### src/rtl/gouram_datatypes_pkg.sv
// Shared trace types used across the gouram tracing blocks.
package gouram_datatypes;

  localparam int TRACE_ADDR_WIDTH   = 16;
  localparam int TRACE_DATA_WIDTH   = 32;
  localparam int TRACE_REPO_ENTRIES = 64;

  typedef struct packed {
    logic [TRACE_ADDR_WIDTH-1:0] mem_addr;
    logic [TRACE_DATA_WIDTH-1:0] instruction;
  } trace_format;

endpackage

### src/rtl/trace_capture_buffer_pkg.sv
// Capture-buffer FSM states and the RISC-V load/store opcodes used by the optional
// memory-access filter.
package trace_capture_datatypes;

  typedef enum logic [1:0] {
    TC_IDLE      = 2'd0,
    TC_CAPTURE   = 2'd1,
    TC_HOLD      = 2'd2,
    TC_SATURATED = 2'd3
  } tc_state_e;

  localparam logic [6:0] OPCODE_LOAD  = 7'b0000011;
  localparam logic [6:0] OPCODE_STORE = 7'b0100011;

  function automatic logic is_mem_access(input logic [6:0] opcode);
    return (opcode == OPCODE_LOAD) || (opcode == OPCODE_STORE);
  endfunction

endpackage

### src/rtl/trace_capture_buffer_sync_fifo.sv
// Power-of-two synchronous FIFO with a flush input; rdata shows the head entry
// combinationally.
module sync_fifo #(
  parameter int WIDTH = 8,
  parameter int DEPTH = 8
) (
  input  logic                   clk,
  input  logic                   rst_n,
  input  logic                   flush,
  input  logic                   push,
  input  logic [WIDTH-1:0]       wdata,
  input  logic                   pop,
  output logic [WIDTH-1:0]       rdata,
  output logic                   full,
  output logic                   empty,
  output logic [$clog2(DEPTH):0] level
);

  localparam int AW = $clog2(DEPTH);

  logic [WIDTH-1:0] mem_q [DEPTH];
  logic [AW-1:0]    wr_ptr_q, rd_ptr_q;
  logic [AW:0]      level_q;
  logic             do_push, do_pop;

  assign full    = (level_q == (AW+1)'(DEPTH));
  assign empty   = (level_q == '0);
  assign level   = level_q;
  assign rdata   = mem_q[rd_ptr_q];
  assign do_push = push && !full && !flush;
  assign do_pop  = pop && !empty && !flush;

  always_ff @(posedge clk) begin
    if (do_push) mem_q[wr_ptr_q] <= wdata;
  end

  // Pointers wrap naturally because DEPTH is a power of two.
  always_ff @(posedge clk) begin
    if (!rst_n || flush) begin
      wr_ptr_q <= '0;
      rd_ptr_q <= '0;
      level_q  <= '0;
    end else begin
      if (do_push) wr_ptr_q <= wr_ptr_q + AW'(1);
      if (do_pop)  rd_ptr_q <= rd_ptr_q + AW'(1);
      case ({do_push, do_pop})
        2'b10:   level_q <= level_q + (AW+1)'(1);
        2'b01:   level_q <= level_q - (AW+1)'(1);
        default: level_q <= level_q;
      endcase
    end
  end

endmodule

### src/rtl/trace_capture_buffer.sv
// Buffers tracer entries and forwards them one per cycle to the trace repository.
// Define TRACE_MEM_FILTER_EN to capture only load/store instructions.
module trace_capture_buffer
  import gouram_datatypes::*;
  import trace_capture_datatypes::*;
#(
  parameter int DATA_ADDR_WIDTH = 16,
  parameter int DATA_DATA_WIDTH = 32,
  parameter int FIFO_DEPTH      = 8,
  parameter int TRACE_ENTRIES   = TRACE_REPO_ENTRIES
) (
  input  logic                               clk,
  input  logic                               rst_n,
  input  logic                               capture_en,
  input  logic                               lock,
  input  logic                               in_valid,
  input  logic [DATA_ADDR_WIDTH-1:0]         in_mem_addr,
  input  logic [DATA_DATA_WIDTH-1:0]         in_instruction,
  output trace_format                        trace_out,
  output logic                               trace_capture_enable,
  output logic                               trace_ready,
  output logic                               overflow,
  output logic                               repo_full,
  output logic [$clog2(TRACE_ENTRIES):0]     forwarded_count,
  output logic [$clog2(FIFO_DEPTH):0]        fifo_level,
  output tc_state_e                          state_o
);

  localparam int CNT_W   = $clog2(TRACE_ENTRIES) + 1;
  localparam int LVL_W   = $clog2(FIFO_DEPTH) + 1;
  localparam int ENTRY_W = $bits(trace_format);

  tc_state_e        state_q, state_d;
  trace_format      trace_out_q, push_entry, pop_entry;
  logic             trace_ready_q, overflow_q, repo_full_q, capture_en_q;
  logic [CNT_W-1:0] count_q, count_inc;
  logic             fifo_full, fifo_empty;
  logic [LVL_W-1:0] fifo_level_w;
  logic             eligible, accepting, sat_reached, flush, push, pop, drop;

  // The tracer cannot be stalled, so an entry either lands in the FIFO or is lost.
`ifdef TRACE_MEM_FILTER_EN
  assign eligible = in_valid && is_mem_access(in_instruction[6:0]);
`else
  assign eligible = in_valid;
`endif

  always_comb begin
    push_entry             = '0;
    push_entry.mem_addr    = TRACE_ADDR_WIDTH'(in_mem_addr);
    push_entry.instruction = TRACE_DATA_WIDTH'(in_instruction);
  end

  assign accepting   = (state_q == TC_CAPTURE) || (state_q == TC_HOLD);
  assign sat_reached = (count_q == CNT_W'(TRACE_ENTRIES));
  assign count_inc   = count_q + CNT_W'(1);
  assign flush       = (state_q != TC_SATURATED) && (state_d == TC_SATURATED);
  assign push        = accepting && eligible && !fifo_full && !flush;
  assign drop        = accepting && eligible && fifo_full;
  // Popping is suppressed while lock is high so the strobe never lands in HOLD.
  assign pop         = (state_q == TC_CAPTURE) && !lock && !fifo_empty && !sat_reached;

  always_comb begin
    state_d = state_q;
    case (state_q)
      TC_IDLE:      if (capture_en && !lock) state_d = TC_CAPTURE;
      TC_CAPTURE: begin
        if (sat_reached)                   state_d = TC_SATURATED;
        else if (lock)                     state_d = TC_HOLD;
        else if (!capture_en && fifo_empty) state_d = TC_IDLE;
      end
      TC_HOLD:      if (!lock) state_d = TC_CAPTURE;
      default:      state_d = TC_SATURATED;
    endcase
  end

  sync_fifo #(
    .WIDTH (ENTRY_W),
    .DEPTH (FIFO_DEPTH)
  ) u_fifo (
    .clk   (clk),
    .rst_n (rst_n),
    .flush (flush),
    .push  (push),
    .wdata (push_entry),
    .pop   (pop),
    .rdata (pop_entry),
    .full  (fifo_full),
    .empty (fifo_empty),
    .level (fifo_level_w)
  );

  always_ff @(posedge clk) begin
    if (!rst_n) begin
      state_q       <= TC_IDLE;
      trace_out_q   <= '0;
      trace_ready_q <= 1'b0;
      overflow_q    <= 1'b0;
      repo_full_q   <= 1'b0;
      capture_en_q  <= 1'b0;
      count_q       <= '0;
    end else begin
      state_q       <= state_d;
      trace_ready_q <= pop;
      capture_en_q  <= capture_en;
      if (drop) overflow_q <= 1'b1;
      if (pop) begin
        trace_out_q <= pop_entry;
        count_q     <= count_inc;
        if (count_inc == CNT_W'(TRACE_ENTRIES)) repo_full_q <= 1'b1;
      end
    end
  end

  assign trace_out            = trace_out_q;
  assign trace_ready          = trace_ready_q;
  assign overflow             = overflow_q;
  assign repo_full            = repo_full_q;
  assign trace_capture_enable = capture_en_q;
  assign forwarded_count      = count_q;
  assign fifo_level           = fifo_level_w;
  assign state_o              = state_q;

endmodule

### config.mk
export PLATFORM = sky130hd
export DESIGN_NAME = trace_capture_buffer
export DESIGN_NICKNAME = d
export VERILOG_FILES = /design/src/rtl/gouram_datatypes_pkg.sv /design/src/rtl/trace_capture_buffer_pkg.sv /design/src/rtl/trace_capture_buffer_sync_fifo.sv /design/src/rtl/trace_capture_buffer.sv
export SDC_FILE = /design/constraint.sdc
export NUM_CORES = 1
export LEC_CHECK = 0
export ABC_AREA = 1
export CAP_MARGIN = 10
export CORE_UTILIZATION = 59
export CTS_CLUSTER_DIAMETER = 80
export CTS_CLUSTER_SIZE = 24
export DETAILED_ROUTE_END_ITERATION = 8
export PLACE_DENSITY = 0.91
export SETUP_SLACK_MARGIN = 0.02
export SKIP_LAST_GASP = 1
export SLEW_MARGIN = 20
export SYNTH_ARGS = -nofsm -noshare
export SYNTH_HDL_FRONTEND = slang
export SYNTH_HIERARCHICAL = 1
export SYNTH_SLANG_ARGS = --single-unit
### constraint.sdc
create_clock -name clk -period 5.2 [get_ports clk]
set_input_delay 0.52 -clock clk [delete_from_list [all_inputs] [get_ports clk]]
set_output_delay 0.52 -clock clk [all_outputs]
set_load 0.05 [all_outputs]
==> results.sh, run 1 <==
export IMPL_synth_area_um2=18100
export IMPL_end_kind="flip-flop"
export IMPL_cts_buffer_depth=3
export IMPL_placedInstanceArea_um2=19500
export IMPL_wl_per_cell_um=19.6
export IMPL_core_um2=29900
export IMPL_num_io_pins=118
export IMPL_fin_area_um2=20200
export IMPL_path_cells="inv_1, ha_1, o21ai_0, nand2_1, nor2_1, nand2_1, nand3_1, nand2_1, inv_1, inv_1, nor3_1, nand2_1, nor2_4, buf_4"
export IMPL_cts_sinks=458
export IMPL_netlist_area_leader_share_pct=63.8
export IMPL_fin_skew_ns=0.0142
export IMPL_vias_per_cell=6.00
export IMPL_drtAntennaViolNets=0
export IMPL_period_share_pct=71.8
export IMPL_max_cap_violations=0
export IMPL_yosys_cell_types_count=33
export IMPL_cp_max_fo=23
export IMPL_finalSetupTns_ns=0
export IMPL_nets=1643
export IMPL_synth_edf_count=384
export IMPL_post_route_util_pct=67.5
export IMPL_hold_violations=0
export IMPL_pwr_density_cell_nw_per_um2=322
export IMPL_yosys_mux_area_fraction_pct=2.66
export IMPL_antenna_found_initial=1
export IMPL_die_area_um2=31400
export IMPL_max_freq_ghz=0.268
export IMPL_cts_setup_buffers=0
export IMPL_synthSimpleGateAreaFrac_pct=11.2
export IMPL_start_util_pct=60.5
export IMPL_synthCells=1500
export IMPL_clk_pin_slew_ns=0.09
export IMPL_dp_hpwl_mm=23.1
export IMPL_gp_congestion=0.894
export IMPL_hp_start="overflow"
export IMPL_grt_start_max_net_pins=116
export IMPL_maxSlewHeadroom_pct=25.9
export IMPL_cts_htree_levels=1
export IMPL_yosysWarnings=6
export IMPL_ys_seq_elements=458
export IMPL_insertion_delay_ns=0.54
export IMPL_hold_class="reg2reg"
export IMPL_critPathKind="reg2reg"
export IMPL_die_y_um=177
export IMPL_critPathMaxStageDelay_ns=0.70
export IMPL_cts_hold_buf=0
export IMPL_rrSetupSlack_ns=1.46
export IMPL_synth_nets=1564
export IMPL_antennaDiodeCount=0
export IMPL_report_final_slew_viol_count=0
export IMPL_synth_xor_area_share_pct=0.339
export IMPL_synthAdderAreaFrac_pct=0.761
export IMPL_groute_usage_overall_pct=24.6
export IMPL_status="finished, final reports clean"
export IMPL_dr_pass1_iters=6
export IMPL_worst_pin_slew_ns=1.11
export IMPL_cts_made_buffers=23
export IMPL_drt_total_wl_mm=38.8
export IMPL_startpoint_type="flip-flop"
export IMPL_grt_overflow=0
export IMPL_finalSetupViolCount=0
export IMPL_ys_flop_type="edfxtp_1"
export IMPL_rsz0062_at_grt="false"
export IMPL_grt_pass1_vias=11736
export IMPL_fin_crit_ns=3.74
export IMPL_layout_drive_gt1_share_pct=4.26
export IMPL_p_leak_nw=6.72
export IMPL_fin_ws_ns=1.46
export IMPL_die_w_um=177
export IMPL_ys_top_cells_by_area="edfxtp_1 (64%), dfxtp_1 (8.2%), nor2_1 (6.5%)"
export IMPL_post_synth_top_area_cell="edfxtp_1"
export IMPL_areaGrowthSynthToFinish_pct=11.5
export IMPL_synth_most_common_cell="edfxtp_1"
export IMPL_crit_arrival_ns=3.94
export IMPL_ys_seq_area_share_pct=72.0
export IMPL_drc=0
export IMPL_syn_area_per_cell_um2=12.1
export IMPL_std_cell_rows=63
export IMPL_crit_required_ns=5.40
export IMPL_cts_root_buf="clkbuf_16"
export IMPL_cts_resized_gates=0
export IMPL_async_reset_ff_share_pct=0
export IMPL_drt_iter0_drc=1451
export IMPL_crit_path_frequent_cell="nand2_1"
export IMPL_cp_slowest_cell="nor2_4"
export IMPL_cts_tree="done"
export IMPL_synth_top_family_by_area="simple AND/OR/NAND/NOR gates"
export IMPL_worstSetupStartpoint="state_o[0]"
export IMPL_post_place_ws_ns=1.16
export IMPL_synth_common_cells="edfxtp_1 (384), nor2_1 (315), nand2_1 (192)"
export IMPL_ir_drop_mv=0.280
export IMPL_grt_pass1_wl_mm=60.2
export IMPL_reg2reg_from="state_o[0]"
export IMPL_synth_compound_area_share_pct=9.33
export IMPL_power_total_mw=6.49
export IMPL_dr_total_vias=11918
export IMPL_port_buffers=117
## metrics by stage
stage,hold slack (ns),cells
floorplan,0.458,1500
global placement,0.443,1943
detailed placement,0.458,1943
CTS,0.472,1984
global route,0.491,1985
finish,0.469,1985
## critical path: cells and delay by family, from the launching register on
| family | cells | cell delay (ns) |
|---|---|---|
| simple gates | 8 | 1.92 |
| fa+ha+maj | 1 | 0.23 |
| buf+inv | 4 | 0.66 |
| compound gates | 1 | 0.12 |
| flops | 1 | 0.45 |
## registers in the layout, summed over array words and instances (netlist names), named ones only
| signal | count |
|---|---|
| u_fifo/rd_ptr_q | 3 |
| forwarded_count | 7 |
| trace_capture_enable | 1 |
| u_fifo/level | 4 |
| u_fifo/wr_ptr_q | 3 |
| u_fifo/mem_q | 384 |
| overflow | 1 |
| trace_ready | 1 |
| trace_out | 48 |
| repo_full | 1 |
| state_o | 2 |
## routing by layer
metal | part of all wire, % | track usage [%] | vias up
met5 | 0.033 | 0 | -
met4 | 2.4 | 9.38 | 2
met3 | 9.0 | 3.33 | 94
met2 | 50 | 42.1 | 681
met1 | 38 | 32.1 | 5730
li1 | - | - | 5411
## cell usage in the layout (no fill, tap or decap), types with 2 or more instances in the layout
master,Yosys,routed
edfxtp_1,384,384
nor2_1,315,307
nand2_1,192,192
o21ai_0,139,139
clkdlybuf4s50_1,0,116
o21ai_1,110,110
dfxtp_1,74,71
mux2i_1,48,48
o22ai_1,48,48
inv_1,38,37
clkbuf_16,0,23
a21oi_1,20,20
buf_4,4,20
clkbuf_1,34,16
nand3_1,14,14
ha_1,11,11
nor2_4,1,9
xor2_1,4,4
inv_2,3,3
xnor2_1,3,3
nand4_1,2,2
dfxtp_4,0,2
buf_12,5,2
## path summary, 6_finish.rpt
check	endpoint	cells after the start
worst max-delay path	u_fifo/mem_q[5][13]	14
worst min register to register	overflow	2
worst min-delay path	overflow	2
worst max register to register	u_fifo/mem_q[5][13]	14
## logic make-up (layout without fill, tap and decap cells)
logic type,after synthesis,count (layout)
AND/OR/NAND/NOR,528,528
flip-flops,458,458
AO/OA/AOI/OAI,322,322
buffers and inverters,126,221
multiplexers,48,48
adder cells (fa/ha/maj),11,11
XOR/XNOR,7,7
## where the power goes
| group | switching (mW) | internal [mW] |
|---|---|---|
| clock | 1.07 | 0.852 |
| combinational | 0.330 | 0.156 |
| sequential | 0.0384 | 4.05 |
| total | 1.44 | 5.05 |
## cell type report
type                    instances  area, µm²
clock inverters                 2       27.5
inverters                      41        156
flip-flops and latches        458      13000
fillers                      1889       9720
well taps                     390        488
repair buffers                139       1380
multi-input cells             916       4450
clock buffers                  39        636
(Power assumes the default switching activity.)
==> inputs of run 2 (changes only) <==
==> constraint.sdc (replaced) <==
create_clock -name clk -period 3.67 [get_ports clk]
set_input_delay 0.367 -clock clk [delete_from_list [all_inputs] [get_ports clk]]
set_output_delay 0.367 -clock clk [all_outputs]
set_load 0.05 [all_outputs]
==> results.sh, run 2 (synthesis gave the netlist of run 1 again) <==
export IMPL_ir_drop_mv=0.320
export IMPL_dr_total_vias=12259
export IMPL_dp_hpwl_mm=24.5
export IMPL_post_place_ws_ns=0.364
export IMPL_rsz0062_at_grt="false"
export IMPL_crit_required_ns=3.89
export IMPL_start_util_pct=60.5
export IMPL_die_area_um2=31400
export IMPL_drtAntennaViolNets=0
export IMPL_groute_usage_overall_pct=26.8
export IMPL_num_io_pins=118
export IMPL_finalSetupViolCount=0
export IMPL_critPathKind="reg2reg"
export IMPL_layout_commonest_cell="edfxtp_1"
export IMPL_worst_pin_slew_ns=1.09
export IMPL_period_share_pct=86.5
export IMPL_hold_class="in2reg"
export IMPL_fin_skew_ns=0.0183
export IMPL_grt_start_max_net_pins=107
export IMPL_cts_tree="done"
export IMPL_layout_drive_gt1_share_pct=4.50
export IMPL_top_register="u_fifo/mem_q"
export IMPL_cp_max_fo=16
export IMPL_status="finished, final reports clean"
export IMPL_drt_iter0_drc=1445
export IMPL_antenna_found_initial=0
export IMPL_cts_resized_gates=0
export IMPL_cts_hold_buf=0
export IMPL_cts_made_buffers=23
export IMPL_antennaDiodeCount=0
export IMPL_report_final_slew_viol_count=0
export IMPL_fin_crit_ns=3.17
export IMPL_placed_cells=1948
export IMPL_gp_congestion=0.891
export IMPL_post_route_util_pct=67.9
export IMPL_largest_register_ffs=384
export IMPL_nets=1647
export IMPL_wl_per_cell_um=21.1
export IMPL_placedInstanceArea_um2=19600
export IMPL_grt_pass1_wl_mm=64.3
export IMPL_grt_overflow=0
export IMPL_drc=0
export IMPL_fin_ws_ns=0.495
export IMPL_die_y_um=177
export IMPL_hold_ws_ns=0.318
export IMPL_port_buffers=117
export IMPL_fin_area_um2=20300
export IMPL_hold_violations=0
export IMPL_std_cell_rows=63
export IMPL_die_w_um=177
export IMPL_areaGrowthSynthToFinish_pct=12.1
export IMPL_maxSlewHeadroom_pct=27.1
export IMPL_cts_htree_levels=1
export IMPL_max_freq_ghz=0.315
export IMPL_core_um2=29900
export IMPL_insertion_delay_ns=0.54
export IMPL_pwr_density_cell_nw_per_um2=457
export IMPL_cts_root_buf="clkbuf_16"
export IMPL_clk_pin_slew_ns=0.10
export IMPL_grt_pass1_vias=12139
export IMPL_drt_total_wl_mm=42.0
export IMPL_dr_pass1_iters=5
export IMPL_crit_arrival_ns=3.40
export IMPL_startpoint_type="flip-flop"
export IMPL_vias_per_cell=6.16
export IMPL_cts_sinks=458
export IMPL_fin_cells=1989
export IMPL_finalSetupTns_ns=0
export IMPL_end_kind="flip-flop"
export IMPL_p_leak_nw=6.76
export IMPL_cts_setup_buffers=0
export IMPL_cts_buffer_depth=3
export IMPL_layout_common_cells="edfxtp_1 (384), nor2_1 (307), nand2_1 (192), o21ai_0 (139), clkdlybuf4s50_1 (116)"
export IMPL_power_total_mw=9.26
export IMPL_max_cap_violations=0
-- run 2: metal layers --
| layer | up-vias | track usage [%] | share of wire [%] |
|---|---|---|---|
| li1 | 5426 | - | - |
| met5 | - | 0 | 0 |
| met4 | 0 | 14.5 | 4.6 |
| met1 | 5821 | 34.3 | 37 |
| met2 | 857 | 44.4 | 49 |
| met3 | 155 | 3.78 | 9.6 |
-- run 2: final cells by class --
class	count	area (µm²)
timing repair buffer	143	1500
inverter	41	156
tap	390	488
multi-input combinational	916	4450
fill	1837	9600
clock buffer	39	636
clock inverter	2	25.0
sequential	458	13000
-- run 2: where the power goes --
group / switching, mW / total [mW] / internal, mW
clock: 1.55 / 2.75 / 1.21
combinational: 0.487 / 0.715 / 0.227
sequential: 0.0543 / 5.79 / 5.73
total: 2.09 / 9.26 / 7.17
-- run 2: critical path, cell delays in order, from the launching register on --
cell     delay (ns)
dfxtp_1        0.46
inv_1          0.12
ha_1           0.22
a21oi_1        0.14
nor2_1         0.06
nor2_1         0.14
nand2_1        0.07
nand3_1        0.09
nand2_1        0.06
inv_1          0.05
inv_1          0.04
nor3_1         0.42
nand2_1        0.42
nor2_4         0.25
buf_4          0.31
-- run 2: worst paths after layout --
kind	from	end	slack (ns)	depth (start not counted)
worst max register to register	state_o[0]	u_fifo/mem_q[6][21]	0.50	14
worst min register to register	overflow	overflow	0.46	2
worst min-delay path	rst_n	trace_capture_enable	0.32	3
worst max-delay path	state_o[0]	u_fifo/mem_q[6][21]	0.50	14
==> inputs of run 3 (changes only) <==
--- a/config.mk
+++ b/config.mk
@@ -11,6 +11,7 @@
 export CTS_CLUSTER_DIAMETER = 80
 export CTS_CLUSTER_SIZE = 24
 export DETAILED_ROUTE_END_ITERATION = 8
+export GPL_ROUTABILITY_DRIVEN = 0
 export PLACE_DENSITY = 0.91
 export SETUP_SLACK_MARGIN = 0.02
 export SKIP_LAST_GASP = 1
==> results of run 3 <==
The final DEF is identical to that of run 2; final timing and power are the same.
